<file path="src/rtl/rv_enc_pkg.sv">
// Shared types and constants for the RV32I instruction encoder.
// Op codes, opcode/funct fields, the NOP word and immediate range limits live here.
package rv_enc_pkg;

    typedef enum logic [4:0] {
        OP_ADD, OP_SUB, OP_SLL, OP_SLT, OP_SLTU, OP_XOR, OP_SRL, OP_SRA, OP_OR, OP_AND,
        OP_ADDI, OP_SLTI, OP_SLTIU, OP_XORI, OP_ORI, OP_ANDI, OP_SLLI, OP_SRLI, OP_SRAI,
        OP_LW, OP_SW,
        OP_BEQ, OP_BNE, OP_BLT, OP_BGE, OP_BLTU, OP_BGEU,
        OP_LUI, OP_AUIPC, OP_JAL, OP_JALR,
        OP_ILLEGAL
    } op_e;

    typedef struct packed {
        op_e         op;
        logic [4:0]  rd;
        logic [4:0]  rs1;
        logic [4:0]  rs2;
        logic [31:0] imm;
    } req_t;

    localparam logic [6:0] OPC_OP     = 7'b0110011;
    localparam logic [6:0] OPC_OPIMM  = 7'b0010011;
    localparam logic [6:0] OPC_LOAD   = 7'b0000011;
    localparam logic [6:0] OPC_STORE  = 7'b0100011;
    localparam logic [6:0] OPC_BRANCH = 7'b1100011;
    localparam logic [6:0] OPC_LUI    = 7'b0110111;
    localparam logic [6:0] OPC_AUIPC  = 7'b0010111;
    localparam logic [6:0] OPC_JAL    = 7'b1101111;
    localparam logic [6:0] OPC_JALR   = 7'b1100111;

    localparam logic [2:0] F3_ADD  = 3'b000;
    localparam logic [2:0] F3_SLL  = 3'b001;
    localparam logic [2:0] F3_SLT  = 3'b010;
    localparam logic [2:0] F3_SLTU = 3'b011;
    localparam logic [2:0] F3_XOR  = 3'b100;
    localparam logic [2:0] F3_SR   = 3'b101;
    localparam logic [2:0] F3_OR   = 3'b110;
    localparam logic [2:0] F3_AND  = 3'b111;
    localparam logic [2:0] F3_WORD = 3'b010;
    localparam logic [2:0] F3_BEQ  = 3'b000;
    localparam logic [2:0] F3_BNE  = 3'b001;
    localparam logic [2:0] F3_BLT  = 3'b100;
    localparam logic [2:0] F3_BGE  = 3'b101;
    localparam logic [2:0] F3_BLTU = 3'b110;
    localparam logic [2:0] F3_BGEU = 3'b111;

    localparam logic [6:0] F7_ZERO = 7'h00;
    localparam logic [6:0] F7_ALT  = 7'h20;

    localparam logic [31:0] NOP_INST = 32'h0000_0013;

    localparam int IMM12_MIN = -2048;
    localparam int IMM12_MAX = 2047;
    localparam int SHAMT_MAX = 31;
    localparam int BIMM_MIN  = -4096;
    localparam int BIMM_MAX  = 4094;
    localparam int JIMM_MIN  = -1048576;
    localparam int JIMM_MAX  = 1048574;

    function automatic logic [2:0] funct3_of(input op_e op);
        case (op)
            OP_SLL, OP_SLLI:                return F3_SLL;
            OP_SLT, OP_SLTI, OP_LW, OP_SW:  return F3_SLT;
            OP_SLTU, OP_SLTIU:              return F3_SLTU;
            OP_XOR, OP_XORI:                return F3_XOR;
            OP_SRL, OP_SRA, OP_SRLI, OP_SRAI: return F3_SR;
            OP_OR, OP_ORI:                  return F3_OR;
            OP_AND, OP_ANDI:                return F3_AND;
            OP_BNE:                         return F3_BNE;
            OP_BLT:                         return F3_BLT;
            OP_BGE:                         return F3_BGE;
            OP_BLTU:                        return F3_BLTU;
            OP_BGEU:                        return F3_BGEU;
            default:                        return F3_ADD;
        endcase
    endfunction

    function automatic logic in_range(input logic [31:0] v, input int lo, input int hi);
        return ($signed(v) >= lo) && ($signed(v) <= hi);
    endfunction

endpackage

</file>
<file path="src/rtl/inst_enc_core.sv">
// Combinational RV32I encoder: one request in, one instruction word out.
// Any out-of-range immediate or illegal op collapses the word to a NOP with err set.
module inst_enc_core
    import rv_enc_pkg::*;
(
    input  op_e         op,
    input  logic [4:0]  rd,
    input  logic [4:0]  rs1,
    input  logic [4:0]  rs2,
    input  logic [31:0] imm,
    output logic [31:0] inst,
    output logic        err
);

    logic [31:0] raw;
    logic        bad;
    logic [2:0]  f3;

    assign f3 = funct3_of(op);

    always_comb begin
        raw = NOP_INST;
        bad = 1'b0;
        case (op)
            OP_ADD, OP_SLL, OP_SLT, OP_SLTU, OP_XOR, OP_SRL, OP_OR, OP_AND:
                raw = {F7_ZERO, rs2, rs1, f3, rd, OPC_OP};
            OP_SUB, OP_SRA:
                raw = {F7_ALT, rs2, rs1, f3, rd, OPC_OP};
            OP_ADDI, OP_SLTI, OP_SLTIU, OP_XORI, OP_ORI, OP_ANDI: begin
                bad = !in_range(imm, IMM12_MIN, IMM12_MAX);
                raw = {imm[11:0], rs1, f3, rd, OPC_OPIMM};
            end
            OP_SLLI, OP_SRLI: begin
                bad = !in_range(imm, 0, SHAMT_MAX);
                raw = {F7_ZERO, imm[4:0], rs1, f3, rd, OPC_OPIMM};
            end
            OP_SRAI: begin
                bad = !in_range(imm, 0, SHAMT_MAX);
                raw = {F7_ALT, imm[4:0], rs1, f3, rd, OPC_OPIMM};
            end
            OP_LW: begin
                bad = !in_range(imm, IMM12_MIN, IMM12_MAX);
                raw = {imm[11:0], rs1, F3_WORD, rd, OPC_LOAD};
            end
            OP_SW: begin
                bad = !in_range(imm, IMM12_MIN, IMM12_MAX);
                raw = {imm[11:5], rs2, rs1, F3_WORD, imm[4:0], OPC_STORE};
            end
            // Branch and jump offsets are byte offsets; bit 0 must be clear.
            OP_BEQ, OP_BNE, OP_BLT, OP_BGE, OP_BLTU, OP_BGEU: begin
                bad = imm[0] || !in_range(imm, BIMM_MIN, BIMM_MAX);
                raw = {imm[12], imm[10:5], rs2, rs1, f3, imm[4:1], imm[11], OPC_BRANCH};
            end
            OP_LUI: begin
                bad = |imm[11:0];
                raw = {imm[31:12], rd, OPC_LUI};
            end
            OP_AUIPC: begin
                bad = |imm[11:0];
                raw = {imm[31:12], rd, OPC_AUIPC};
            end
            OP_JAL: begin
                bad = imm[0] || !in_range(imm, JIMM_MIN, JIMM_MAX);
                raw = {imm[20], imm[10:1], imm[11], imm[19:12], rd, OPC_JAL};
            end
            OP_JALR: begin
                bad = !in_range(imm, IMM12_MIN, IMM12_MAX);
                raw = {imm[11:0], rs1, F3_ADD, rd, OPC_JALR};
            end
            default:
                bad = 1'b1;
        endcase
    end

    assign inst = bad ? NOP_INST : raw;
    assign err  = bad;

endmodule

</file>
<file path="src/rtl/inst_encoder.sv">
// Two-stage RV32I instruction encoder: S1 holds the request, S2 the encoded word.
// out_addr is the instruction-memory byte address of the word currently presented.
module inst_encoder
    import rv_enc_pkg::*;
(
    input  logic        clk,
    input  logic        rst_n,
    input  logic        clear,
    input  logic [31:0] base_addr,
    input  logic        in_valid,
    output logic        in_ready,
    input  logic [4:0]  in_op,
    input  logic [4:0]  in_rd,
    input  logic [4:0]  in_rs1,
    input  logic [4:0]  in_rs2,
    input  logic [31:0] in_imm,
    output logic        out_valid,
    input  logic        out_ready,
    output logic [31:0] out_inst,
    output logic [31:0] out_addr,
    output logic        out_err,
    output logic [7:0]  err_cnt
);

    req_t        req_in;
    req_t        s1_req;
    logic        s1_valid;
    logic        s2_valid;
    logic        s2_free;
    logic        s1_adv;
    logic        accept;
    logic        deliver;
    logic [31:0] enc_inst;
    logic        enc_err;
    logic [31:0] base_word;
    logic [31:0] addr_q;
    logic        addr_live;
    logic [31:0] cur_addr;

    assign req_in    = '{op: op_e'(in_op), rd: in_rd, rs1: in_rs1, rs2: in_rs2, imm: in_imm};
    assign s2_free   = !s2_valid || out_ready;
    assign s1_adv    = s1_valid && s2_free;
    assign in_ready  = rst_n && !clear && (!s1_valid || s1_adv);
    assign accept    = in_valid && in_ready;
    assign deliver   = s2_valid && out_ready && !clear;
    assign out_valid = s2_valid;
    assign base_word = base_addr & 32'hFFFF_FFFC;

    always_ff @(posedge clk or negedge rst_n) begin
        if (!rst_n) begin
            s1_valid <= 1'b0;
            s1_req   <= '0;
        end else if (clear) begin
            s1_valid <= 1'b0;
        end else if (accept) begin
            s1_valid <= 1'b1;
            s1_req   <= req_in;
        end else if (s1_adv) begin
            s1_valid <= 1'b0;
        end
    end

    inst_enc_core u_core (
        .op   (s1_req.op),
        .rd   (s1_req.rd),
        .rs1  (s1_req.rs1),
        .rs2  (s1_req.rs2),
        .imm  (s1_req.imm),
        .inst (enc_inst),
        .err  (enc_err)
    );

    always_ff @(posedge clk or negedge rst_n) begin
        if (!rst_n) begin
            s2_valid <= 1'b0;
            out_inst <= '0;
            out_err  <= 1'b0;
        end else if (clear) begin
            s2_valid <= 1'b0;
        end else if (s2_free) begin
            s2_valid <= s1_valid;
            if (s1_valid) begin
                out_inst <= enc_inst;
                out_err  <= enc_err;
            end
        end
    end

    // Until the first edge after reset the address follows base_addr directly,
    // since an asynchronous reset cannot load a non-constant value.
    assign cur_addr = addr_live ? addr_q : base_word;
    assign out_addr = cur_addr;

    always_ff @(posedge clk or negedge rst_n) begin
        if (!rst_n) begin
            addr_q    <= '0;
            addr_live <= 1'b0;
        end else if (clear) begin
            addr_q    <= base_word;
            addr_live <= 1'b1;
        end else begin
            addr_live <= 1'b1;
            addr_q    <= deliver ? cur_addr + 32'd4 : cur_addr;
        end
    end

    always_ff @(posedge clk or negedge rst_n) begin
        if (!rst_n) begin
            err_cnt <= '0;
        end else if (clear) begin
            err_cnt <= '0;
        end else if (deliver && out_err && (err_cnt != 8'hFF)) begin
            err_cnt <= err_cnt + 8'd1;
        end
    end

endmodule

</file>
<file path="config.mk">
export PLATFORM = sky130hd
export DESIGN_NAME = inst_encoder
export DESIGN_NICKNAME = d
export VERILOG_FILES = /design/src/rtl/rv_enc_pkg.sv /design/src/rtl/inst_enc_core.sv /design/src/rtl/inst_encoder.sv
export SDC_FILE = /design/constraint.sdc
export NUM_CORES = 1
export LEC_CHECK = 0
export ABC_AREA = 1
export CORE_ASPECT_RATIO = 1.5
export CORE_MARGIN = 2
export CORE_UTILIZATION = 55
export CTS_BUF_LIST = sky130_fd_sc_hd__clkbuf_4
export DETAILED_ROUTE_END_ITERATION = 16
export PLACE_DENSITY_LB_ADDON = 0.12
export SLEW_MARGIN = 10
export SYNTH_ARGS = -nofsm -noshare
export SYNTH_HDL_FRONTEND = slang
export SYNTH_SLANG_ARGS = --single-unit
</file>
<file path="constraint.sdc">
create_clock -name clk -period 2.45 [get_ports clk]
set_clock_uncertainty 0.05 [all_clocks]
set_input_delay 0.245 -clock clk [delete_from_list [all_inputs] [get_ports clk]]
set_output_delay 0.245 -clock clk [all_outputs]
set_load 0.03 [all_outputs]
</file>
Yosys cells after proc, flatten, opt, wreduce, memory -nomap -nowiden
Memories as Yosys holds them, arrays and structs flattened.
Cells that the tools add are included.
{"block": "totals", "n_memories": 1, "mem_bits_ro": 96, "elab_cells": 107, "input_bits": 89, "register_bits": 128}
{"name": "(no name shown)", "words": 32, "word_bits": 3, "rd": 1, "rd_clocked_by_memory_dff": 0, "wr": 0, "line_no": "rv_enc_pkg.sv:62", "rtl": "case (op)"}
{"block": "op_classes", "addsub": 2, "eq_ne": 31, "n_mux": 13, "reduce_logical": 39, "magnitude_cmp": 8, "bitwise": 1}
{"cell": "one-hot mux 32 bit (12 select lines)", "count": 1}
{"cell": "two-way mux 32 bit", "count": 4}
{"cell": "== test 5 bit (second input constant)", "count": 15}
{"cell": "== test 5 x 4 -> 1 bit (second input constant)", "count": 8}
{"cell": "adder 32 x 3 -> 32 bit (second input constant)", "count": 1}
{"cell": "greater-or-equal comparator 32 x 1 -> 1 bit (second input constant)", "count": 1}
{"cell": "greater-or-equal comparator 32 x 12 -> 1 bit (second input constant)", "count": 1}
{"cell": "greater-or-equal comparator 32 x 13 -> 1 bit (second input constant)", "count": 1}
{"cell": "greater-or-equal comparator 32 x 21 -> 1 bit (second input constant)", "count": 1}
{"cell": "<= comparator 32 x 12 -> 1 bit (second input constant)", "count": 1}
{"cell": "<= comparator 32 x 13 -> 1 bit (second input constant)", "count": 1}
{"cell": "<= comparator 32 x 21 -> 1 bit (second input constant)", "count": 1}
{"cell": "<= comparator 32 x 6 -> 1 bit (second input constant)", "count": 1}
{"cell": "== test 5 x 3 -> 1 bit (second input constant)", "count": 4}
{"cell": "two-way mux 8 bit", "count": 2}
{"cell": "logical AND 1 bit", "count": 12}
{"cell": "OR reduction 12 bit", "count": 1}
{"cell": "OR reduction 6 bit", "count": 2}
{"cell": "== test 5 x 2 -> 1 bit (second input constant)", "count": 2}
{"cell": "OR reduction 10 bit", "count": 1}
{"cell": "OR reduction 9 bit", "count": 1}
{"cell": "adder 8 x 1 -> 8 bit (second input constant)", "count": 1}
{"cell": "inequality test 8 bit (second input constant)", "count": 1}
{"cell": "OR reduction 8 bit", "count": 1}
{"cell": "13 further kinds", "count": 29}

Longest topological paths before layout
{"block": "depth", "depth_word": 8, "mapped_depth": 17}

Hierarchy
A second synthesis with hierarchy kept.
{"block": "unflattened", "cells_unflattened": 1162, "hier_area_um2": 8873.5}
{"mod": "inst_encoder", "instances": 1, "cells_each": 691, "seq_area_each_um2": 3203.1, "area_per_inst_um2": 6485.0}
{"mod": "inst_enc_core", "instances": 1, "cells_each": 471, "seq_area_each_um2": 0.0, "area_per_inst_um2": 2388.5}

Worst setup path before layout
No wires, ideal clock.
{"block": "synth_timing", "kind": "register to register", "start": "register addr_live", "end": "register addr_q[22]", "setup_slack_ns": -0.091, "path_stages_with_launch": 13, "arrival_ns": 2.374, "period_less_slack_ns": 2.541, "cell_sequence": "dfrtp_1 > buf_6 > o21ai_1 > ha_1 > nand2_1 > nor2_1 > nand2_2 > nor2_4 > nand3_4 > nor2_4 > nand4_1 > nand3_1 > nand2_1"}
{"block": "synth_via", "elab_chain_len": 4}
{"item": "start, declared", "line_no": "inst_encoder.sv:37", "rtl": "logic addr_live;"}
{"item": "start signal, assigned", "line_no": "inst_encoder.sv:97", "rtl": "addr_live <= 1'b0;"}
{"item": "start signal, assigned", "line_no": "inst_encoder.sv:100", "rtl": "addr_live <= 1'b1;"}
{"item": "start signal, assigned", "line_no": "inst_encoder.sv:102", "rtl": "addr_live <= 1'b1;"}
{"item": "two-way mux 32 bit", "line_no": "inst_encoder.sv:91", "rtl": "assign cur_addr = addr_live ? addr_q : base_word;"}
{"item": "via out_addr[3]", "line_no": "inst_encoder.sv:20", "rtl": "output logic [31:0] out_addr,"}
{"item": "adder 32 x 3 -> 32 bit", "line_no": "inst_encoder.sv:103", "rtl": "addr_q <= deliver ? cur_addr + 32'd4 : cur_addr;"}
{"item": "two-way mux 32 bit", "line_no": "inst_encoder.sv:103"}
{"item": "two-way mux 32 bit", "line_no": "inst_encoder.sv:98", "rtl": "end else if (clear) begin"}
{"item": "end signal, assigned", "line_no": "inst_encoder.sv:99", "rtl": "addr_q <= base_word;"}
{"item": "end signal, assigned", "line_no": "inst_encoder.sv:103"}
{"item": "end, declared", "line_no": "inst_encoder.sv:36", "rtl": "logic [31:0] addr_q;"}
The timed path passes the listed nets, and every way through them passes these cells.
A chain may end at the register's enable or synchronous reset.

Worst setup path after layout
{"block": "layout_timing", "start": "register addr_live", "end": "output port out_addr[4]"}
{"block": "layout_via", "elab_chain_len": 1}
{"item": "two-way mux 32 bit", "line_no": "inst_encoder.sv:91"}
{"item": "end, declared", "line_no": "inst_encoder.sv:20"}
Every way passes these cells.

==> impl_metrics.csv <==
group,metric,value,unit
global_routing,globalRouteMet2Util,61.5,%
yosys,synthCells,1324,
global_routing,overflow,0,
global_routing,grt_pass1_wl,45500,microns
yosys,syn-cell-area,8970,sq um
cells_and_area,layout_common_cells,"nand2_1 (362), inv_1 (152), nor2_1 (142), clkdlybuf4s50_1 (129), dfrtp_1 (125)",
pwr,power.leakage,5.43,nW
drt,route.detailed.drc,0,
setup_path,required,2.15,ns
yosys,synth_fp_nets,1423,
pwr,combPwrFrac,43.6,%
cells_and_area,final_common_cell,"nand2_1",
sta,setup_viol,0,
clock_tree,numCtsBuffers,17,
global_routing,grt_use_met1,36.8,%
sta,tightest_slew,0.746,ns
yosys,synth_mux_area_share,0.628,%
sta,finalHoldViolCount,0,
pwr,ir_drop,0.413,mV
drt,drtPass1Iterations,7,
place,io_buffers,161,
floorplanning,die_y,160,microns
drt,num_vias,9617,
global_routing,grt_use_met3,4.06,%
yosys,synth-simple-area-share,34.0,%
clock_tree,clk_latency,0.56,ns
sta,fmax,422,MHz
place,dp.cells,1715,
clock_tree,h-tree-depth,4,
floorplanning,rows,57,
job,cap_violations,0,
floorplanning,initial_core_util,55.9,%
drt,antenna_left,0,
cells_and_area,nets,1632,
pwr,p_sw,3.17,mW
yosys,synth.distinct_cells,46,
clock_tree,clockBufferDepth,2,
hold_path,min_path_type,"input port to flop",
yosys,synth_top_family_by_area,"simple AND/OR/NAND/NOR gates",
clock_tree,cts.clk_slew.worst_paths,0.15,ns
floorplanning,io_pins,164,
yosys,synth-xor-area-share,0.684,%
run_status,status,"completed",
setup_path,crit_type,"flop to output port",
sta,rsz0062_at_grt,"false",
setup_path,arrival,2.07,ns
pwr,intPower,4.20,mW
cells_and_area,fin_cells,1753,
sta,finalCritPeriodShare,96.7,%
place,gp_congestion,1.07,
pwr,p_sw_share,43.1,%
pwr,pwr-share-seq,36.2,%
floorplanning,core,16000,sq um
drt,drt-total-wl,28700,microns
cells_and_area,fin_util,71.9,%
global_routing,grt_max_degree,128,
global_routing,grt_pass1_vias,9253,
setup_path,critical_path.endpoint_type,"output port",
setup_path,cp-start-kind,"flop",
cells_and_area,drive_above_1_share,17.1,%
place,dp_hpwl,21900,microns
clock_tree,clockRootBuffer,"clkbuf_4",
yosys,synth_seq_cells,127,
setup_path,path_max_fanout,8,
drt,drt-wirelength-per-cell,16.4,microns
clock_tree,cts_tree,"yes",
yosys,yosys_warnings,0,
sta,slew-limit-headroom,50.3,%
yosys,synth_seq_area_share,35.4,%
drt,vias_per_cell,5.49,
global_routing,grt-busiest-layer,"met2",
global_routing,antenna_found_initial,1,
floorplanning,die_w,108,microns
pwr,clkPwrFrac,20.1,%
cells_and_area,area_delta_synth_final,28.7,%
clock_tree,cts.sinks,127,
yosys,synth-adder-area-share,1.40,%
yosys,synth_compound_area_share,17.0,%
sta,layout_min_cycle_time,2.37,ns
yosys,syn_area_per_cell,6.77,sq um
global_routing,grt.total_usage,33.7,%
sta,slew_viol_final,0,
floorplanning,die_area,17400,sq um
drt,drtIter0Drc,681,
pwr,power_density,638,nW/um^2
-- kinds of logic (layout without fill, tap and decap cells) --
| group | Yosys count | after routing |
|---|---|---|
| mux | 5 | 5 |
| simple gates | 680 | 680 |
| compound gates | 264 | 264 |
| fa+ha+maj | 10 | 10 |
| xor+xnor | 7 | 7 |
| flops | 127 | 127 |
| other cells | 1 | 2 |
| buf+inv | 230 | 452 |
-- state kept, by name, indices dropped and copies added, names as in the netlist --
register	count
s1_req	52
addr_q	32
out_inst	31
err_cnt	8
addr_live	1
out_err	1
out_valid	1
s1_valid	1
-- cell type report --
cell class	count	area [sq um]
fillers	1400	4500
multi-input cells	967	4890
diodes	1	2.50
flip-flops and latches	127	3180
repair inverters	1	5.00
clock buffers	19	143
inverters	175	663
clock inverters	13	130
well taps	206	258
repair buffers	244	2270
-- power groups by stage --
stage                     sequential (mW)  clock [mW]  combinational, mW
after detailed placement             2.71           0               3.17
after floorplan                      2.89           0               1.70
final                                2.67        1.48               3.22
after global routing                 2.71        1.58               3.51
after global placement               2.69           0               3.12
after CTS                            2.66        1.51               3.16
-- through the flow --
step / hold slack (ns) / total power [mW] / cell area [sq um] / worst slack, ns / setup TNS, ns
6_report: 0.184 / 7.37 / 11500 / 0.0807 / 0
5_1_grt: 0.166 / 7.81 / 11500 / 0.00103 / 0
4_1_cts: 0.151 / 7.34 / 11500 / -0.0286 / -0.0286
3_5_place_dp: 0.415 / 5.88 / 11200 / -0.0509 / -0.131
3_3_place_gp: 0.401 / 5.81 / 11200 / 0.0160 / 0
2_1_floorplan: -0.101 / 4.59 / 8970 / 0.140 / 0
-- Yosys cell counts (all sizes together) --
master	number	area share, %
nand3	76	4.8
a31oi	2	0.14
nor4	2	0.28
o22ai	15	1.0
a221oi	1	0.098
o211ai	11	0.98
dfrtp	127	35
clkinv	3	0.14
or2	4	0.28
nand3b	2	0.17
mux2	5	0.63
o21ai	114	7.9
a21oi	116	6.5
a211oi	3	0.25
o21a	1	0.084
o31ai	1	0.084
ha	10	1.4
xor2	6	0.59
xnor2	1	0.098
nor3	10	0.67
nor2	166	8.4
nand4	34	2.4
nand2	386	17
buf	33	2.6
conb	1	0.042
inv	172	7.2
clkbuf	22	0.92
-- worst paths after layout --
kind / start / endpoint / slack, ns / cells after the start
max reg2reg: addr_live$_DFF_PN0_ / addr_q[27]$_DFF_PN0_ / 0.13 / 13
min: base_addr[8] / addr_q[8]$_DFF_PN0_ / 0.18 / 3
max: addr_live$_DFF_PN0_ / out_addr[4] / 0.08 / 4
min in group asynchronous: rst_n / addr_q[9]$_DFF_PN0_ / 0.28 / 3
min reg2reg: out_inst[19]$_DFFE_PN0P_ / out_inst[19]$_DFFE_PN0P_ / 0.44 / 2
max in group asynchronous: rst_n / s1_req[16]$_DFFE_PN0P_ / 1.45 / 3
-- routing by layer --
| layer | share of wire (%) | vias up | wire (microns) |
|---|---|---|---|
| met2 | 53 | 384 | 15300 |
| met4 | 5.6 | 0 | 1600 |
| met3 | 5.2 | 113 | 1490 |
| met1 | 36 | 4436 | 10300 |
| li1 | - | 4684 | - |
| met5 | 0 | - | 0 |
-- what timing repair did --
action | 4_1_cts | 5_1_grt
gates resized for setup | 38 | 28
gates cloned | 0 | 1
hold buffers | 1 | 0
endpoints found under the setup margin | 40 | 47
hold endpoints to repair | 127 | 0
setup buffers | 0 | 3
-- worst max-delay path, stage by stage, from the launching register on --
cell and delay [ns]:
dfrtp_4 0.58, clkbuf_4 0.22, o21ai_1 0.19, buf_4 0.14, dlygate4sd2_1 0.39
Power figures use the tool's default switching activity.
